$ cat src/rtl/arb_pkg.sv
// Shared types and constants for the fetch/data memory port arbiter.
package arb_pkg;

    localparam int unsigned XLEN = 32;

    // Read data returned when an access is abandoned by the watchdog.
    localparam logic [XLEN-1:0] DROP_DATA_DEFAULT = 32'h0000_0000;

    typedef enum logic [1:0] {
        IDLE   = 2'd0,
        BUSY_I = 2'd1,
        BUSY_D = 2'd2
    } arb_state_e;

endpackage

$ cat src/rtl/mem_port_arbiter_if.sv
// Bundles the fetch, data and memory-side signals of the memory port arbiter.
interface mem_port_arbiter_if;
    import arb_pkg::*;

    // Fetch side
    logic            if_req;
    logic [XLEN-1:0] if_addr;
    logic            if_flush;
    logic            if_valid;
    logic [XLEN-1:0] if_rdata;
    logic            stall_f;

    // Data side
    logic            d_req;
    logic            d_we;
    logic [XLEN-1:0] d_addr;
    logic [XLEN-1:0] d_wdata;
    logic            d_valid;
    logic [XLEN-1:0] d_rdata;
    logic            stall_m;

    // Memory side
    logic            mem_req;
    logic            mem_we;
    logic [XLEN-1:0] mem_addr;
    logic [XLEN-1:0] mem_wdata;
    logic            mem_ack;
    logic [XLEN-1:0] mem_rdata;
    logic            err_timeout;

    // Arbiter side
    modport slave (
        input  if_req, if_addr, if_flush, d_req, d_we, d_addr, d_wdata, mem_ack, mem_rdata,
        output if_valid, if_rdata, stall_f, d_valid, d_rdata, stall_m,
               mem_req, mem_we, mem_addr, mem_wdata, err_timeout
    );

    // Pipeline and memory side
    modport master (
        output if_req, if_addr, if_flush, d_req, d_we, d_addr, d_wdata, mem_ack, mem_rdata,
        input  if_valid, if_rdata, stall_f, d_valid, d_rdata, stall_m,
               mem_req, mem_we, mem_addr, mem_wdata, err_timeout
    );

endinterface

$ cat src/rtl/arb_watchdog.sv
// Busy-cycle counter for the memory port; flags an access that never got an ack.
module arb_watchdog #(
    parameter int unsigned TIMEOUT = 64
) (
    input  logic clk,
    input  logic rst,
    input  logic clr,
    input  logic en,
    output logic expired
);

    logic [7:0] tmo_cnt_q;
    logic [7:0] tmo_cnt_d;

    // Clear has priority so an ack or abort in the same cycle restarts from zero.
    always_comb begin
        tmo_cnt_d = tmo_cnt_q;
        if (clr) begin
            tmo_cnt_d = 8'd0;
        end else if (en) begin
            tmo_cnt_d = tmo_cnt_q + 8'd1;
        end
    end

    // Counter register.
    always_ff @(posedge clk or posedge rst) begin
        if (rst) begin
            tmo_cnt_q <= 8'd0;
        end else begin
            tmo_cnt_q <= tmo_cnt_d;
        end
    end

    assign expired = (tmo_cnt_q == 8'(TIMEOUT - 1));

endmodule

$ cat src/rtl/mem_port_arbiter.sv
// Serialises fetch and data accesses onto one variable-latency memory port.
module mem_port_arbiter
    import arb_pkg::*;
#(
    parameter int unsigned     STARVE_MAX = 4,
    parameter int unsigned     TIMEOUT    = 64,
    parameter logic [XLEN-1:0] DROP_DATA  = DROP_DATA_DEFAULT
) (
    input logic               clk,
    input logic               rst,
    mem_port_arbiter_if.slave bus
);

    arb_state_e      state;
    logic [3:0]      starve_cnt;
    logic            drop_f;

    logic            mem_req_q;
    logic            mem_we_q;
    logic [XLEN-1:0] mem_addr_q;
    logic [XLEN-1:0] mem_wdata_q;
    logic            if_valid_q;
    logic [XLEN-1:0] if_rdata_q;
    logic            d_valid_q;
    logic [XLEN-1:0] d_rdata_q;
    logic            err_q;

    logic            d_req_eff;
    logic            fetch_win;
    logic            data_win;
    logic            busy;
    logic            tmo_expired;

    // A requester whose valid is up this cycle still holds req; don't grant it again.
    assign d_req_eff = bus.d_req & ~d_valid_q;
    assign fetch_win = bus.if_req & ~bus.if_flush & ~if_valid_q &
                       (~d_req_eff | (starve_cnt == 4'(STARVE_MAX)));
    assign data_win  = d_req_eff & ~fetch_win;
    assign busy      = (state != IDLE);

    arb_watchdog #(
        .TIMEOUT (TIMEOUT)
    ) u_watchdog (
        .clk     (clk),
        .rst     (rst),
        .clr     (~busy | bus.mem_ack | tmo_expired),
        .en      (busy),
        .expired (tmo_expired)
    );

    // Arbitration FSM with registered memory-port and completion outputs.
    always_ff @(posedge clk or posedge rst) begin
        if (rst) begin
            state       <= IDLE;
            starve_cnt  <= 4'd0;
            drop_f      <= 1'b0;
            mem_req_q   <= 1'b0;
            mem_we_q    <= 1'b0;
            mem_addr_q  <= '0;
            mem_wdata_q <= '0;
            if_valid_q  <= 1'b0;
            if_rdata_q  <= '0;
            d_valid_q   <= 1'b0;
            d_rdata_q   <= '0;
            err_q       <= 1'b0;
        end else begin
            if_valid_q <= 1'b0;
            d_valid_q  <= 1'b0;
            unique case (state)
                IDLE: begin
                    drop_f <= 1'b0;
                    if (fetch_win) begin
                        state       <= BUSY_I;
                        mem_req_q   <= 1'b1;
                        mem_we_q    <= 1'b0;
                        mem_addr_q  <= bus.if_addr;
                        mem_wdata_q <= '0;
                        starve_cnt  <= 4'd0;
                    end else if (data_win) begin
                        state       <= BUSY_D;
                        mem_req_q   <= 1'b1;
                        mem_we_q    <= bus.d_we;
                        mem_addr_q  <= bus.d_addr;
                        mem_wdata_q <= bus.d_wdata;
                        if (bus.if_req && (starve_cnt != 4'(STARVE_MAX))) begin
                            starve_cnt <= starve_cnt + 4'd1;
                        end
                    end
                end
                BUSY_I, BUSY_D: begin
                    if ((state == BUSY_I) && bus.if_flush) begin
                        drop_f <= 1'b1;
                    end
                    // Ack beats a same-cycle timeout.
                    if (bus.mem_ack || tmo_expired) begin
                        state     <= IDLE;
                        mem_req_q <= 1'b0;
                        drop_f    <= 1'b0;
                        if (!bus.mem_ack) begin
                            err_q <= 1'b1;
                        end
                        if (state == BUSY_I) begin
                            if (!(drop_f || bus.if_flush)) begin
                                if_valid_q <= 1'b1;
                                if_rdata_q <= bus.mem_ack ? bus.mem_rdata : DROP_DATA;
                            end
                        end else begin
                            d_valid_q <= 1'b1;
                            if (!bus.mem_ack) begin
                                d_rdata_q <= DROP_DATA;
                            end else if (mem_we_q) begin
                                d_rdata_q <= '0;
                            end else begin
                                d_rdata_q <= bus.mem_rdata;
                            end
                        end
                    end
                end
                default: state <= IDLE;
            endcase
        end
    end

    assign bus.mem_req     = mem_req_q;
    assign bus.mem_we      = mem_we_q;
    assign bus.mem_addr    = mem_addr_q;
    assign bus.mem_wdata   = mem_wdata_q;
    assign bus.if_valid    = if_valid_q;
    assign bus.if_rdata    = if_rdata_q;
    assign bus.d_valid     = d_valid_q;
    assign bus.d_rdata     = d_rdata_q;
    assign bus.err_timeout = err_q;

    // Stalls follow the requests combinationally and release in the valid cycle.
    assign bus.stall_f = bus.if_req & ~if_valid_q;
    assign bus.stall_m = bus.d_req & ~d_valid_q;

endmodule

$ cat src/flat_wrapper.sv
// flat-port wrapper written by rule: the top's interface ports become plain ports
module mem_port_arbiter_flat import arb_pkg::*;
#(
    parameter int unsigned     STARVE_MAX = 4,
    parameter int unsigned     TIMEOUT    = 64,
    parameter logic [XLEN-1:0] DROP_DATA  = DROP_DATA_DEFAULT
)
  (clk, rst, bus_if_req, bus_if_addr, bus_if_flush, bus_d_req, bus_d_we, bus_d_addr, bus_d_wdata, bus_mem_ack, bus_mem_rdata, bus_if_valid, bus_if_rdata, bus_stall_f, bus_d_valid, bus_d_rdata, bus_stall_m, bus_mem_req, bus_mem_we, bus_mem_addr, bus_mem_wdata, bus_err_timeout);
  mem_port_arbiter_if bus_i ();
  input logic clk;
  input logic rst;
  input wire logic [$bits(bus_i.if_req)-1:0] bus_if_req;
  input wire logic [$bits(bus_i.if_addr)-1:0] bus_if_addr;
  input wire logic [$bits(bus_i.if_flush)-1:0] bus_if_flush;
  input wire logic [$bits(bus_i.d_req)-1:0] bus_d_req;
  input wire logic [$bits(bus_i.d_we)-1:0] bus_d_we;
  input wire logic [$bits(bus_i.d_addr)-1:0] bus_d_addr;
  input wire logic [$bits(bus_i.d_wdata)-1:0] bus_d_wdata;
  input wire logic [$bits(bus_i.mem_ack)-1:0] bus_mem_ack;
  input wire logic [$bits(bus_i.mem_rdata)-1:0] bus_mem_rdata;
  output wire logic [$bits(bus_i.if_valid)-1:0] bus_if_valid;
  output wire logic [$bits(bus_i.if_rdata)-1:0] bus_if_rdata;
  output wire logic [$bits(bus_i.stall_f)-1:0] bus_stall_f;
  output wire logic [$bits(bus_i.d_valid)-1:0] bus_d_valid;
  output wire logic [$bits(bus_i.d_rdata)-1:0] bus_d_rdata;
  output wire logic [$bits(bus_i.stall_m)-1:0] bus_stall_m;
  output wire logic [$bits(bus_i.mem_req)-1:0] bus_mem_req;
  output wire logic [$bits(bus_i.mem_we)-1:0] bus_mem_we;
  output wire logic [$bits(bus_i.mem_addr)-1:0] bus_mem_addr;
  output wire logic [$bits(bus_i.mem_wdata)-1:0] bus_mem_wdata;
  output wire logic [$bits(bus_i.err_timeout)-1:0] bus_err_timeout;
  assign bus_i.if_req = bus_if_req;
  assign bus_i.if_addr = bus_if_addr;
  assign bus_i.if_flush = bus_if_flush;
  assign bus_i.d_req = bus_d_req;
  assign bus_i.d_we = bus_d_we;
  assign bus_i.d_addr = bus_d_addr;
  assign bus_i.d_wdata = bus_d_wdata;
  assign bus_i.mem_ack = bus_mem_ack;
  assign bus_i.mem_rdata = bus_mem_rdata;
  assign bus_if_valid = bus_i.if_valid;
  assign bus_if_rdata = bus_i.if_rdata;
  assign bus_stall_f = bus_i.stall_f;
  assign bus_d_valid = bus_i.d_valid;
  assign bus_d_rdata = bus_i.d_rdata;
  assign bus_stall_m = bus_i.stall_m;
  assign bus_mem_req = bus_i.mem_req;
  assign bus_mem_we = bus_i.mem_we;
  assign bus_mem_addr = bus_i.mem_addr;
  assign bus_mem_wdata = bus_i.mem_wdata;
  assign bus_err_timeout = bus_i.err_timeout;
  mem_port_arbiter #(.STARVE_MAX(STARVE_MAX), .TIMEOUT(TIMEOUT), .DROP_DATA(DROP_DATA)) u_core (.clk(clk), .rst(rst), .bus(bus_i));
endmodule
$ cat config.mk
export PLATFORM = sky130hd
export DESIGN_NAME = mem_port_arbiter_flat
export DESIGN_NICKNAME = d
export VERILOG_FILES = /design/src/rtl/arb_pkg.sv /design/src/rtl/mem_port_arbiter_if.sv /design/src/rtl/arb_watchdog.sv /design/src/rtl/mem_port_arbiter.sv /design/src/flat_wrapper.sv
export SDC_FILE = /design/constraint.sdc
export NUM_CORES = 1
export LEC_CHECK = 0
export ABC_AREA = 1
export CAP_MARGIN = 20
export CELL_PAD_IN_SITES_DETAIL_PLACEMENT = 1
export CELL_PAD_IN_SITES_GLOBAL_PLACEMENT = 1
export CORE_MARGIN = 1
export CORE_UTILIZATION = 33
export DETAILED_ROUTE_END_ITERATION = 16
export PLACE_DENSITY_LB_ADDON = 0.12
export SYNTH_ARGS = -nofsm -noshare
export SYNTH_HDL_FRONTEND = slang
export SYNTH_HIERARCHICAL = 1
export SYNTH_SLANG_ARGS = --single-unit
$ cat constraint.sdc
create_clock -name clk -period 14 [get_ports clk]
set_clock_uncertainty 0.2 [all_clocks]
set_input_delay 3.5 -clock clk [delete_from_list [all_inputs] [get_ports clk]]
set_output_delay 3.5 -clock clk [all_outputs]
set_load 0.05 [all_outputs]
==> results.toml, run 1 <==
[run_status]
status = "finished, final reports clean"

[floorplan]
design.core.area_sq_mm = 0.0197
boundaryPins = 270
die_y_microns = 144
start_util = 0.340
die_x_microns = 144
die-area_sq_mm = 0.0208
row_count = 51

[critical_path]
crit_path_top_delay_cell = "clkdlybuf4s50_1"
arrival_ns = 5.01
worstPathCellList = "clkdlybuf4s50_1, inv_1, nor2_2, clkdlybuf4s50_1"
start_kind = "input port"
critPathCaptureType = "primary output"
cp_common_cell = "clkdlybuf4s50_1"
critPathMaxFanout = 3
worstSetupPathType = "in -> out"
crit_required_ns = 10.30
critPathMaxStageDelay_ns = 0.83

[clocking]
post-cts-setup-buffer-count = 0
cts_sinks = 148
cts_buffers = 17
root_buffer = "clkbuf_16"
cts_buffer_depth = 2
htreeDepth = 4
cts_resized = 0
clk_latency_ns = 0.42
cts_hold_buffers = 0
path_clk_slew_ns = 0.06
cts_tree = "done"

[logic_synthesis]
ys_seq_elements = 148
synth_edf_count = 0
synth_area_per_cell_sq_um = 8.32
synthCells = 803
ys_seq_area_frac = 0.554
netlist.area_leader.share = 0.554
synthTopCellsByCount = "306 x nand2_1, 148 x dfrtp_1, 79 x nand3_1, 68 x inv_1, 60 x o21ai_0"
yosysWarnings = 6
synth_async_sr_flop_share = 1.00
synth_cell_types = 28
yosys.area.top_type = "dfrtp_1"
yosys_most_used_dff = "dfrtp_1"
synthMostInstantiatedCell = "nand2_1"
netlist_top_cells_area = "dfrtp_1 55%, nand2_1 17%, nand3_1 5.9%"
synth_area_sq_mm = 0.00668
synth_nets = 943

[grt]
grt_pass1_vias = 6441
antenna_found_initial = 0
grtUsageTotal = 0.217
grt_first_pass_wirelength_microns = 34500
overflow = 0
grt_max_degree = 75

[routing]
drt_first_pass_iters = 4
wl_per_cell_microns = 16.7
met3_wirelength_microns = 1810
wl_met1_microns = 9420
drc = 0
initialDrtViolationCount = 227
vias = 6293
top_layer_used = "met4"
via_per_inst = 4.73
wl_met2_microns = 10700
routed_wl_microns = 22200
drtAntennaViolNets = 0

[sta]
final.setup.tns_ns = 0
setup_viol = 0
postLayoutSetupSlackWorst_ns = 5.29
tightestPinTransition_ns = 0.889
max_freq_ghz = 0.115
hold_viol_final = 0
slew_violations = 0
rsz0062_at_grt = "no"
fin_crit_ns = 8.71
relSlewSlack = 0.407
period_share = 0.622
holdWs_ns = 0.269

[pwr]
peakVddDrop_v = 0.0000921
swShare = 0.478
seqPwrFrac = 0.278
pwr_density_cell_mw_per_mm2 = 237
p_leak_nw = 4.72
internal-power_mw = 1.25
p_sw_mw = 1.15
p_comb_frac = 0.523
clock_power_share = 0.199

[place]
routabilityCongestion = 0.745
pre_cts_ws_ns = 5.27
dp_hpwl_microns = 14900
port_buffers = 269

[min_path]
min_path_type = "reg -> reg"

[final_layout]
layout-drive-gt1-share = 0.0508
area_growth_syn_to_layout_pct = 51.7
fin_nets = 1190

[run]
max_cap_violations = 0
## worst max-delay path: cells and delay by family
kind	cells	cell delay, ns
buffers and inverters	3	1.37
and+or+nand+nor	1	0.14
## registers in the layout, summed over array words and instances, names as in the netlist
signal	cells
u_core/bus.d_rdata	32
u_core/bus.mem_addr	32
u_core/bus.err_timeout	1
u_core/bus.mem_req	1
u_core/bus.if_valid	1
u_core/u_watchdog/tmo_cnt_q	8
u_core/state	2
u_core/bus.mem_wdata	32
u_core/drop_f	1
u_core/bus.d_valid	1
u_core/starve_cnt	4
u_core/bus.mem_we	1
u_core/bus.if_rdata	32
## per-stage QoR
| stage | utilization | area [sq um] | cells | power [mW] |
|---|---|---|---|---|
| floorplan | - | 6680 | 803 | 1.49 |
| global placement | 0.483 | 9500 | 1295 | 1.92 |
| detailed placement | 0.483 | 9500 | 1295 | 1.94 |
| CTS | 0.515 | 10100 | 1327 | 2.43 |
| global route | 0.516 | 10100 | 1328 | 2.54 |
| finish | 0.516 | 10100 | 1330 | 2.40 |
## cells by family after synthesis
group	synth area share
fa+ha+maj	0.00936
xor+xnor	0.00393
flops	0.554
compound gates	0.0612
simple gates	0.290
buf+inv	0.0807
## routing by layer
| metal | vias up | global-route usage |
|---|---|---|
| li1 | 3061 | - |
| met1 | 3031 | 0.262 |
| met2 | 182 | 0.359 |
| met3 | 19 | 0.0742 |
| met4 | 0 | 0.0776 |
| met5 | - | 0 |
## power groups by stage
stage	Combinational (mW)	Clock, mW	Sequential, mW
finish	1.26	0.479	0.669
global route	1.34	0.509	0.690
CTS	1.27	0.492	0.671
detailed placement	1.27	0	0.675
global placement	1.25	0	0.669
floorplan	0.311	0	1.18
## layout by cell type, fill, tap and decap left out, types with 5 or more instances in the layout
cell type / instances
clkdlybuf4s50_1: 268
a21oi_1: 6
nand4_1: 33
nand3_1: 79
buf_4: 8
o21ai_0: 60
o21ai_1: 8
nand3b_1: 9
nor2_1: 8
inv_1: 67
ha_1: 5
nand2_1: 305
nor3_1: 6
clkbuf_16: 17
dfrtp_1: 148
## area by class of cell
type | count | area, sq um
Fill cell | 2362 | 9520
Sequential cell | 148 | 3700
Timing Repair Buffer | 278 | 2770
Multi-Input combinational cell | 535 | 2450
Clock buffer | 19 | 443
Tap cell | 265 | 332
Inverter | 70 | 268
Clock inverter | 13 | 174
Antenna cell | 2 | 5.00
## final timing paths
path                                              from                        endpoint  slack [ns]  cells past startpoint
max in group asynchronous                          rst         u_core/bus.mem_wdata[8]        8.88                      3
min in group asynchronous                          rst  u_core/u_watchdog/tmo_cnt_q[6]        3.26                      2
worst max register to register    u_core/starve_cnt[0]         u_core/bus.mem_addr[18]       11.12                     10
worst min register to register  u_core/bus.err_timeout          u_core/bus.err_timeout        0.27                      1
worst max-delay path                         bus_d_req                     bus_stall_m        5.29                      4
worst min-delay path            u_core/bus.err_timeout          u_core/bus.err_timeout        0.27                      1
Note: power is estimated with default switching activity, not from simulation.
==> run 2: changes to the inputs <==
--- a/config.mk
+++ b/config.mk
@@ -10,7 +10,7 @@
 export CELL_PAD_IN_SITES_DETAIL_PLACEMENT = 1
 export CELL_PAD_IN_SITES_GLOBAL_PLACEMENT = 1
 export CORE_MARGIN = 1
-export CORE_UTILIZATION = 33
+export CORE_UTILIZATION = 28
 export DETAILED_ROUTE_END_ITERATION = 16
 export PLACE_DENSITY_LB_ADDON = 0.12
 export SYNTH_ARGS = -nofsm -noshare
==> constraint.sdc (replaced) <==
create_clock -name clk -period 7.95 [get_ports clk]
set_clock_uncertainty 0.2 [all_clocks]
set_input_delay 1.9875 -clock clk [delete_from_list [all_inputs] [get_ports clk]]
set_output_delay 1.9875 -clock clk [all_outputs]
set_load 0.05 [all_outputs]
==> run 2 against run 1 <==
Compared with the run above:
- critical path depth stayed put
- largest power group unchanged
- core utilization fell by 8.1 points
- count of clock-buffer cells in the layout grew 1
- sequential cell count did not move
- die area rose by 18%
- first-iteration DRC count increased by 18%
- sequential share of layout area shrank 0.16 points
- highest routed layer unchanged
==> results.toml, run 2 (same netlist as run 1, synthesis figures left out) <==
[run_status]
status = "finished, final reports clean"

[sta]
rsz0062_at_grt = "no"
fin_crit_ns = 5.68
max_freq_ghz = 0.176
setup_viol = 0
final.setup.tns_ns = 0
period_share = 0.715
slew_violations = 0
relSlewSlack = 0.347
tightestPinTransition_ns = 0.980
hold_viol_final = 0

[min_path]
worstHoldPathCells = 1
min_from = "u_core/bus.err_timeout"
min_path_type = "reg -> reg"
holdPathEnd = "u_core/bus.err_timeout"

[floorplan]
die_y_microns = 156
die-area_sq_mm = 0.0245
boundaryPins = 270
start_util = 0.286
row_count = 56
die_x_microns = 156
design.core.area_sq_mm = 0.0234

[critical_path]
worstSetupPathType = "in -> out"
worstRegToRegCells = 10
critPathMaxFanout = 3
start_kind = "input port"
arrival_ns = 3.49
r2r_start = "u_core/starve_cnt[0]"
crit_required_ns = 5.76
r2r_end = "u_core/bus.mem_addr[5]"
r2r_setup_slack_ns = 4.79
critPathCaptureType = "primary output"

[routing]
drtAntennaViolNets = 0
vias = 6247
wl_per_cell_microns = 16.2
initialDrtViolationCount = 267
drt_first_pass_iters = 4
via_per_inst = 4.52
drc = 0
routed_wl_microns = 22400

[final_layout]
area_growth_syn_to_layout_pct = 52.4
fillers = 2777
mostFrequentLayoutCells = "305 x nand2_1, 268 x clkdlybuf4s50_1, 148 x dfrtp_1, 79 x nand3_1, 67 x inv_1"
num_antenna_cells = 0
fin_nets = 1190
layout-drive-gt1-share = 0.0508
final_common_cell = "nand2_1"
fin_util = 0.435

[grt]
grt_use_met3 = 0.0601
grt_max_degree = 101
overflow = 0
grt_util_met2 = 0.296
grt.busiest_layer = "met2"
grt_pass1_vias = 6364
grt_first_pass_wirelength_microns = 35500
grtUsageTotal = 0.188
grt_util_met1 = 0.250
antenna_found_initial = 0

[clocking]
cts_resized = 0
cts_buffer_depth = 2
post-cts-setup-buffer-count = 0
cts_hold_buffers = 0
path_clk_slew_ns = 0.07
cts_buffers = 17
cts_sinks = 148
cts_tree = "done"
htreeDepth = 4
clk_latency_ns = 0.42
root_buffer = "clkbuf_16"

[run]
max_cap_violations = 0

[place]
dp_hpwl_microns = 14900
port_buffers = 269
routabilityCongestion = 0.739

[pwr]
p_leak_nw = 4.71
pwr_density_cell_mw_per_mm2 = 413
peakVddDrop_v = 0.000167
[run 2: power breakdown]
group	leakage (nW)	switching, mW	total [mW]	internal, mW
logic	2.49	1.53	2.20	0.674
clock network	0.281	0.336	0.822	0.485
registers	1.94	0.149	1.17	1.03
total	4.71	2.02	4.20	2.19
[run 2: area by class of cell]
cell class	instances	area, sq um	area share
Clock inverter	12	143	0.0140
Tap cell	319	399	0.0392
Clock buffer	20	457	0.0448
Timing Repair Buffer	278	2770	0.272
Sequential cell	148	3700	0.364
Multi-Input combinational cell	535	2450	0.240
Inverter	70	268	0.0263
[run 2: how the worst max path moves through the flow]
stage | start | slack [ns] | end
2_1_floorplan | rst | 2.01 | u_core/bus.d_rdata[0]
3_3_place_gp | bus_if_req | 2.27 | bus_stall_f
3_5_place_dp | bus_if_req | 2.26 | bus_stall_f
4_1_cts | bus_if_req | 2.26 | bus_stall_f
5_1_grt | bus_if_req | 2.22 | bus_stall_f
6_report | bus_if_req | 2.27 | bus_stall_f
[run 2: metal layers]
layer  part of all wire  wire length (microns)
met1               0.46                  10300
met3              0.080                   1790
met5                  0                      0
met4             0.0087                    194
met2               0.45                  10200
[run 2: through the flow]
stage               instances  hold WS, ns  cell area (sq um)  power [mW]  setup WS (ns)
finish                   1382        0.269              10200        4.20           2.27
global route             1382        0.301              10200        4.45           2.22
CTS                      1381        0.278              10200        4.26           2.26
detailed placement       1349        0.255               9560        3.41           2.26
global placement         1349        0.240               9560        3.39           2.27
floorplan                 803        0.249               6680        2.63           2.01
[run 2: critical path, cell delays in order]
cell and delay, ns:
clkdlybuf4s50_1 0.53, nand2_1 0.12, inv_1 0.06, clkdlybuf4s50_1 0.79
==> run 3: changes to the inputs <==
==> constraint.sdc (replaced) <==
create_clock -name clk -period 5.03 [get_ports clk]
set_clock_uncertainty 0.2 [all_clocks]
set_input_delay 1.2575 -clock clk [delete_from_list [all_inputs] [get_ports clk]]
set_output_delay 1.2575 -clock clk [all_outputs]
set_load 0.05 [all_outputs]
==> run 3 against run 2 <==
Compared with the run above:
- count of clock-buffer cells in the layout is 2 lower
- final cell count is 0.22% higher
- sequential cell count stayed put
- register-to-register slack worse by 2.2 ns
- sequential share of layout area is 0.094 points lower
- first-iteration DRC count is 17% higher
- highest routed layer is now met5
- combinational power is 60% higher
- critical path type unchanged
- sequential power is 58% higher
- via count is 0.42% higher
- largest power group unchanged
- clock power is 57% higher
- routed wire length is 0.33% higher
- non-clock buffer count is 3 higher
==> results.toml, run 3 (same netlist as run 1, synthesis figures left out) <==
[final_layout]
post_layout_nonfiller_instances = 1385
final_area_sq_mm = 0.0102
mostFrequentLayoutCells = "305 x nand2_1, 268 x clkdlybuf4s50_1, 148 x dfrtp_1, 79 x nand3_1, 67 x inv_1"
num_antenna_cells = 0
final_common_cell = "nand2_1"
area_growth_syn_to_layout_pct = 52.8
layout-drive-gt1-share = 0.0544
fin_nets = 1193

[critical_path]
start_kind = "input port"
cp_common_cell = "clkdlybuf4s50_1"
crit_required_ns = 3.57
critPathMaxStageDelay_ns = 0.79
worstPathCellList = "clkdlybuf4s50_1, nand2_1, inv_1, clkdlybuf4s50_1"
worstRegToRegCells = 8
critPathMaxFanout = 3
worstSetupPathType = "in -> out"
crit_path_top_delay_cell = "clkdlybuf4s50_1"
arrival_ns = 2.78
critPathCaptureType = "primary output"

[grt]
grt_pass1_vias = 6364
grt_first_pass_wirelength_microns = 35300
grt_util_met2 = 0.305
antenna_found_initial = 1
grt_util_met1 = 0.238
grt.busiest_layer = "met2"
grtUsageTotal = 0.187
grt_max_degree = 141
grt_use_met3 = 0.0609
overflow = 0

[floorplan]
boundaryPins = 270
start_util = 0.286
die_x_microns = 156
design.core.area_sq_mm = 0.0234
die_y_microns = 156
row_count = 56
die-area_sq_mm = 0.0245

[run_status]
status = "finished, final reports clean"

[routing]
via_per_inst = 4.53
routed_wl_microns = 22500
initialDrtViolationCount = 312
vias = 6273
drtAntennaViolNets = 0
wl_per_cell_microns = 16.2
drc = 0
drt_first_pass_iters = 4

[clocking]
cts_buffers = 17
cts_tree = "done"
clk_latency_ns = 0.42
cts_buffer_depth = 2
cts_resized = 0
root_buffer = "clkbuf_16"
cts_sinks = 148
path_clk_slew_ns = 0.07
cts_hold_buffers = 0
post-cts-setup-buffer-count = 0
htreeDepth = 4

[sta]
slew_violations = 0
tightestPinTransition_ns = 0.861
postLayoutSetupSlackWorst_ns = 0.793
relSlewSlack = 0.426
final.setup.tns_ns = 0
max_freq_ghz = 0.236
period_share = 0.842
rsz0062_at_grt = "no"
hold_viol_final = 0
fin_crit_ns = 4.24
setup_viol = 0
holdWs_ns = 0.276

[pwr]
swShare = 0.486
seqPwrFrac = 0.279
peakVddDrop_v = 0.000222
p_leak_nw = 4.73
internal-power_mw = 3.41
pwr_density_cell_mw_per_mm2 = 651
clock_power_share = 0.194
p_comb_frac = 0.527
p_sw_mw = 3.23

[run]
max_cap_violations = 0

[min_path]
min_path_type = "reg -> reg"
worstHoldPathCells = 1

[place]
dp_hpwl_microns = 15200
placed_cells = 1352
port_buffers = 269
pre_cts_ws_ns = 0.793
routabilityCongestion = 0.703
post_dp_cell_area_sq_mm = 0.00960
==> run 3: path summary, 6_finish.rpt <==
check,startpoint,end,slack [ns]
min in group asynchronous,rst,u_core/u_watchdog/tmo_cnt_q[5],0.97
hold reg to reg,u_core/bus.err_timeout,u_core/bus.err_timeout,0.28
setup reg to reg,u_core/u_watchdog/tmo_cnt_q[0],u_core/bus.d_rdata[26],2.61
max in group asynchronous,rst,u_core/bus.mem_wdata[6],2.76
setup / recovery,bus_if_req,bus_stall_f,0.79
hold / removal,u_core/bus.err_timeout,u_core/bus.err_timeout,0.28
==> run 3: routing by layer <==
| layer | vias up | wire length, microns |
|---|---|---|
| li1 | 3071 | - |
| met1 | 3007 | 9970 |
| met2 | 173 | 10500 |
| met3 | 20 | 1800 |
| met4 | 2 | 206 |
| met5 | - | 17 |
==> run 3: area by class of cell <==
class / count / area [sq um]
Inverter: 70 / 267
Fill cell: 2782 / 13200
Tap cell: 319 / 399
Clock inverter: 14 / 153
Sequential cell: 148 / 3700
Clock buffer: 18 / 439
Multi-Input combinational cell: 535 / 2450
Timing Repair Buffer: 281 / 2800
==> run 3: power by group through the flow <==
| stage | combinational (mW) | sequential (mW) | clock (mW) |
|---|---|---|---|
| finish | 3.51 | 1.85 | 1.29 |
| global route | 3.74 | 1.91 | 1.38 |
| CTS | 3.55 | 1.86 | 1.34 |
| detailed placement | 3.54 | 1.87 | 0 |
| global placement | 3.51 | 1.86 | 0 |
| floorplan | 0.866 | 3.28 | 0 |
==> run 3: per-stage QoR <==
| step | utilization | power (mW) |
|---|---|---|
| after floorplan | - | 4.15 |
| after global placement | 0.410 | 5.37 |
| after detailed placement | 0.410 | 5.41 |
| after CTS | 0.435 | 6.75 |
| after global routing | 0.436 | 7.03 |
| final | 0.436 | 6.65 |
==> run 3: worst max-delay path, delay by kind of cell <==
kind | cells | cell delay [ns]
buffers and inverters | 3 | 1.40
AND/OR/NAND/NOR | 1 | 0.12
